**src/rtl/rs232_txb_cfg_pkg.sv**
```systemverilog
// rtl/rs232_txb_cfg_pkg.sv - shared FSM encodings and bit-period helper for rs232_txb_cfg
package rs232_txb_cfg_pkg;

    localparam logic [2:0] ST_IDLE   = 3'd0;
    localparam logic [2:0] ST_START  = 3'd1;
    localparam logic [2:0] ST_DATA   = 3'd2;
    localparam logic [2:0] ST_PARITY = 3'd3;
    localparam logic [2:0] ST_STOP   = 3'd4;

    function automatic int bit_cycles(input int clk_hz, input int baud);
        return clk_hz / baud;
    endfunction

endpackage

```
**src/rtl/rs232_txb_cfg_fifo.sv**
```systemverilog
// rtl/rs232_txb_cfg_fifo.sv - synchronous fifo with fill count, any depth >= 2
module rs232_txb_cfg_fifo #(
    parameter int num_slots = 63,
    parameter int width     = 8
) (
    input  logic                           clk,
    input  logic                           rst_n,
    input  logic                           push,
    input  logic [width-1:0]               wr_data,
    input  logic                           pop,
    output logic [width-1:0]               rd_data,
    output logic                           empty,
    output logic                           full,
    output logic [$clog2(num_slots+1)-1:0] count
);
    localparam int CW = $clog2(num_slots + 1);
    localparam int PW = $clog2(num_slots);

    logic [width-1:0] mem [num_slots];
    logic [PW-1:0]    wr_ptr;
    logic [PW-1:0]    rd_ptr;
    logic             do_push;
    logic             do_pop;

    // A push while full is dropped even when a pop frees a slot this cycle.
    assign do_push = push & ~full;
    assign do_pop  = pop & ~empty;
    assign empty   = (count == '0);
    assign full    = (count == CW'(num_slots));
    assign rd_data = mem[rd_ptr];

    always_ff @(posedge clk) begin
        if (do_push) begin
            mem[wr_ptr] <= wr_data;
        end
    end

    always_ff @(posedge clk) begin
        if (!rst_n) begin
            wr_ptr <= '0;
            rd_ptr <= '0;
            count  <= '0;
        end else begin
            if (do_push) begin
                wr_ptr <= (wr_ptr == PW'(num_slots - 1)) ? '0 : wr_ptr + PW'(1);
            end
            if (do_pop) begin
                rd_ptr <= (rd_ptr == PW'(num_slots - 1)) ? '0 : rd_ptr + PW'(1);
            end
            case ({do_push, do_pop})
                2'b10:   count <= count + CW'(1);
                2'b01:   count <= count - CW'(1);
                default: count <= count;
            endcase
        end
    end

endmodule

```
**src/rtl/rs232_txb_cfg.sv**
```systemverilog
// rtl/rs232_txb_cfg.sv - buffered RS232 transmitter with run-time rate, parity and stop config
module rs232_txb_cfg
    import rs232_txb_cfg_pkg::*;
#(
    parameter int clock_freq = 50000000,
    parameter int baud_slow  = 19200,
    parameter int baud_fast  = 115200,
    parameter int num_slots  = 63,
    parameter int data_bits  = 8
) (
    input  logic                           clk,
    input  logic                           rst_n,
    input  logic                           fsel,
    input  logic                           par_en,
    input  logic                           par_odd,
    input  logic                           stop2,
    input  logic                           wr,
    input  logic [7:0]                     data_in,
    output logic                           empty,
    output logic                           full,
    output logic [$clog2(num_slots+1)-1:0] count,
    output logic                           busy,
    output logic                           txd
);
    localparam int PER_FAST = bit_cycles(clock_freq, baud_fast);
    localparam int PER_SLOW = bit_cycles(clock_freq, baud_slow);
    localparam int PER_MAX  = (PER_FAST > PER_SLOW) ? PER_FAST : PER_SLOW;
    localparam int TW       = $clog2(PER_MAX + 1);
    localparam logic [7:0] DMASK = 8'hFF >> (8 - data_bits);

    logic [2:0]    state;
    logic [TW-1:0] timer;
    logic [2:0]    bit_idx;
    logic          stop_idx;
    logic [7:0]    shift;
    logic          fsel_q;
    logic          par_en_q;
    logic          par_bit_q;
    logic          stop2_q;
    logic          txd_q;
    logic          txd_next;
    logic [7:0]    fifo_out;
    logic          bit_end;
    logic          last_stop;
    logic          load;

    rs232_txb_cfg_fifo #(
        .num_slots (num_slots),
        .width     (8)
    ) u_fifo (
        .clk     (clk),
        .rst_n   (rst_n),
        .push    (wr),
        .wr_data (data_in),
        .pop     (load),
        .rd_data (fifo_out),
        .empty   (empty),
        .full    (full),
        .count   (count)
    );

    assign bit_end   = (timer == (fsel_q ? TW'(PER_FAST - 1) : TW'(PER_SLOW - 1)));
    assign last_stop = (state == ST_STOP) && bit_end && (stop_idx == stop2_q);
    // Loading straight out of the final stop bit keeps back-to-back frames gapless.
    assign load      = ~empty && ((state == ST_IDLE) || last_stop);
    assign busy      = ~empty | (state != ST_IDLE);
    assign txd       = txd_q;

    always_comb begin
        txd_next = 1'b1;
        case (state)
            ST_START:  txd_next = 1'b0;
            ST_DATA:   txd_next = shift[0];
            ST_PARITY: txd_next = par_bit_q;
            default:   txd_next = 1'b1;
        endcase
    end

    always_ff @(posedge clk) begin
        if (!rst_n) begin
            state     <= ST_IDLE;
            timer     <= '0;
            bit_idx   <= '0;
            stop_idx  <= 1'b0;
            shift     <= '0;
            fsel_q    <= 1'b0;
            par_en_q  <= 1'b0;
            par_bit_q <= 1'b0;
            stop2_q   <= 1'b0;
            txd_q     <= 1'b1;
        end else begin
            txd_q <= txd_next;
            if (load) begin
                state     <= ST_START;
                timer     <= '0;
                bit_idx   <= '0;
                stop_idx  <= 1'b0;
                shift     <= fifo_out & DMASK;
                fsel_q    <= fsel;
                par_en_q  <= par_en;
                par_bit_q <= (^(fifo_out & DMASK)) ^ par_odd;
                stop2_q   <= stop2;
            end else if (state != ST_IDLE) begin
                if (bit_end) begin
                    timer <= '0;
                    case (state)
                        ST_START: begin
                            state   <= ST_DATA;
                            bit_idx <= '0;
                        end
                        ST_DATA: begin
                            shift <= shift >> 1;
                            if (bit_idx == 3'(data_bits - 1)) begin
                                state    <= par_en_q ? ST_PARITY : ST_STOP;
                                stop_idx <= 1'b0;
                            end else begin
                                bit_idx <= bit_idx + 3'd1;
                            end
                        end
                        ST_PARITY: begin
                            state    <= ST_STOP;
                            stop_idx <= 1'b0;
                        end
                        ST_STOP: begin
                            if (last_stop) begin
                                state <= ST_IDLE;
                            end else begin
                                stop_idx <= 1'b1;
                            end
                        end
                        default: state <= ST_IDLE;
                    endcase
                end else begin
                    timer <= timer + TW'(1);
                end
            end
        end
    end

endmodule

```
**config.mk**
```make
export PLATFORM = sky130hd
export DESIGN_NAME = rs232_txb_cfg
export DESIGN_NICKNAME = d
export VERILOG_FILES = /design/src/rtl/rs232_txb_cfg_pkg.sv /design/src/rtl/rs232_txb_cfg_fifo.sv /design/src/rtl/rs232_txb_cfg.sv
export SDC_FILE = /design/constraint.sdc
export NUM_CORES = 1
export LEC_CHECK = 0
export CAP_MARGIN = 10
export CORE_MARGIN = 4
export CORE_UTILIZATION = 35
export CTS_CLUSTER_DIAMETER = 40
export DETAILED_ROUTE_END_ITERATION = 8
export PLACE_DENSITY = 0.54
export SLEW_MARGIN = 20
export SYNTH_ARGS = -nofsm -noshare
export SYNTH_HDL_FRONTEND = slang
export SYNTH_SLANG_ARGS = --single-unit
```
**constraint.sdc**
```tcl
create_clock -name clk -period 5.09 [get_ports clk]
set_clock_uncertainty 0.05 [all_clocks]
set_input_delay 0.7635 -clock clk [delete_from_list [all_inputs] [get_ports clk]]
set_output_delay 0.7635 -clock clk [all_outputs]
set_load 0.05 [all_outputs]
```
==> results.yml <==
outcome:
  status: "completed"
placement:
  gp_congestion: 0.809
  io_buffers: 24
  placed_cells: 2078
  dp_hpwl_um: 32800
timing:
  rsz0062_at_grt: "no"
  maxSlewHeadroom: 0.291
  final.setup.tns_ns: 0
  slew_viol_final: 0
  hold_ws_ns: 0.422
  setup_violations: 0
  fmax_mhz: 266
  fin_crit_sh: 0.737
  period_minus_slack_ns: 3.75
  finalHoldViolCount: 0
  tightestPinTransition_ns: 1.06
grt:
  antenna_found_initial: 0
  grt_pass1_wl_um: 80000
  gr-total-overflow: 0
  grt_pass1_vias: 11901
  grt_usage: 0.159
  grt_max_degree: 64
critical_path:
  crit_path_max_fanout: 34
  cp_data_required_time_ns: 5.53
  crit_chain: "buf_12 -> mux4_1 -> a22oi_1 -> nand2_1 -> a22o_1 -> a211oi_2 -> xnor2_1 -> xnor2_1 -> xnor2_1 -> a21oi_1"
  crit_path_end_kind: "flop"
  arrival_ns: 4.20
  worst_setup_path_start_kind: "flop"
  cpPeakStageDelay_ns: 0.83
  critPathKind: "flop to flop"
  path_common_cell: "xnor2_1"
  r2r_setup_slack_ns: 1.34
  cp_slowest_cell: "dfxtp_4"
route:
  drt_iter0_drc: 1227
  dr.pass1.iters: 7
  route.detailed.drc: 0
  avgRoutedWirePerCell_um: 24.1
  wirelength_um: 54000
  dr_total_vias: 11745
  ant_nets: 0
  vias_per_cell: 5.24
layout:
  diodes: 0
  drive_above_1_share: 0.233
  instances_no_fill: 2242
  fillers: 5564
  layout_commonest_cell: "edfxtp_1"
  syn_to_final_growth_pct: 19.8
  mostFrequentLayoutCells: "504 x edfxtp_1, 108 x mux4_2, 107 x nor2_1"
  layout.nets: 1347
synthesis:
  async_flop_share: 0
  synthDistinctLibCells: 60
  seq_area_frac_synth: 0.723
  syn_area_per_cell_um2: 18.1
  syn-num-nets: 1266
  ys_ff_latch: 560
  synth-edff-count: 504
  ys.flop_type: "edfxtp_1"
  yosys_warnings: 0
  synthCells: 1241
  syn_area_um2: 22500
job:
  drv_cap: 0
cts:
  cts_tree: "built"
  cts_buffers: 88
  clock_latency_ns: 0.64
  clk_pin_slew_ns: 0.05
  clock_sinks: 560
  clock_path_buffers: 3
  cts-hold-fix-buffers: 0
  htree_levels: 3
  cts_resized: 0
  clockRootBuffer: "clkbuf_16"
  post_cts_buffers: 0
power:
  pwr_density_cell_nw_per_um2: 530
  p_leak_nw: 8.49
  irDropWorstVdd_uv: 215
die:
  dieArea_um2: 68300
  rows: 92
  die_w_um: 261
  initial_utilization: 0.355
  core_area_um2: 63300
  ioPinCount: 25
  die_h_um: 261
min_path:
  hp-class: "flop to flop"
[kinds of logic (layout without fill, tap and decap cells)]
logic type	after synthesis	after routing	share of synthesized area
AO/OA/AOI/OAI	118	118	0.0355
adder cells (fa/ha/maj)	10	10	0.00557
AND/OR/NAND/NOR	275	275	0.0583
multiplexers	166	166	0.147
flip-flops	560	560	0.723
XOR/XNOR	32	32	0.0125
buffers and inverters	80	235	0.0181
[critical path: cells and delay by family, from the launching register on]
family          cells  cell delay [ns]
flops               1             0.83
buf+inv             1             0.34
mux                 1             0.66
xor+xnor            3             0.47
simple gates        1             0.12
compound gates      4             1.07
[cell usage after synthesis (all sizes together) (4+ instances only)]
library cell	instances	share of area
a31oi	4	0.0011
and2	5	0.0014
dfxtp	56	0.050
nand3b	5	0.0017
ha	10	0.0056
nor3	7	0.0016
xor2	17	0.0066
nand2b	14	0.0039
or2	6	0.0017
a21boi	6	0.0020
nand3	21	0.0047
clkbuf	35	0.0058
nand4	8	0.0022
nor2	107	0.018
buf	34	0.010
nor2b	10	0.0028
nand2	61	0.010
a21oi	22	0.0049
a22oi	19	0.0066
a211oi	7	0.0026
edfxtp	504	0.67
o21ai	28	0.0062
o22ai	4	0.0011
mux2i	35	0.016
o211ai	7	0.0023
xnor2	15	0.0058
or3	7	0.0019
and3	8	0.0022
mux4	125	0.13
inv	11	0.0018
mux2	6	0.0030
nor4	4	0.0018
[where the power goes]
| group | total, mW | leakage, nW | switching [mW] | internal [mW] |
|---|---|---|---|---|
| Combinational | 2.51 | 1.97 | 1.36 | 1.14 |
| Clock | 6.43 | 1.53 | 2.30 | 4.13 |
| Sequential | 5.33 | 4.99 | 0.226 | 5.11 |
| Total | 14.3 | 8.49 | 3.88 | 10.4 |
[through the flow]
stage	utilization	power (mW)	setup WS (ns)	cell area, µm²
6_report	0.425	14.3	1.34	26900
5_1_grt	0.425	14.8	1.12	26900
4_1_cts	0.425	14.4	1.30	26900
3_5_place_dp	0.374	7.97	1.09	23700
3_3_place_gp	0.374	7.95	1.19	23700
2_1_floorplan	-	7.19	0.819	22500
[path summary, 6_finish.rpt]
kind | start | endpoint | cells after the start
max reg2reg | flop | par_bit_q$_SDFFE_PN0P_ | 10
min | bit_idx[2]$_SDFFE_PP0P_ | bit_idx[2]$_SDFFE_PP0P_ | 2
min reg2reg | bit_idx[2]$_SDFFE_PP0P_ | bit_idx[2]$_SDFFE_PP0P_ | 2
max | flop | par_bit_q$_SDFFE_PN0P_ | 10
[per-layer routing]
| metal | share of wire | track usage | vias to the layer above |
|---|---|---|---|
| met2 | 0.46 | 0.242 | 365 |
| met5 | 0 | 0 | - |
| met3 | 0.065 | 0.0407 | 92 |
| met4 | 0.026 | 0.0482 | 0 |
| li1 | - | - | 5149 |
| met1 | 0.45 | 0.228 | 6139 |
[registers in the layout, summed over array words and instances (netlist names), named ones only]
register       count
u_fifo.rd_ptr      6
shift              8
timer             12
txd                1
bit_idx            3
state              3
stop_idx           1
u_fifo.mem       504
par_bit_q          1
par_en_q           1
stop2_q            1
fsel_q             1
u_fifo.count       6
u_fifo.wr_ptr      6
[layout make-up]
class                   instances  area, µm²  area share
well taps                     846       1060      0.0393
multi-input cells             601       5810       0.216
repair buffers                 60        508      0.0189
inverters                      11       41.3     0.00153
clock inverters                72       1000      0.0373
flip-flops and latches        560      16300       0.604
clock buffers                  92       2240      0.0831
No activity file was read; power rests on OpenSTA's default activity.
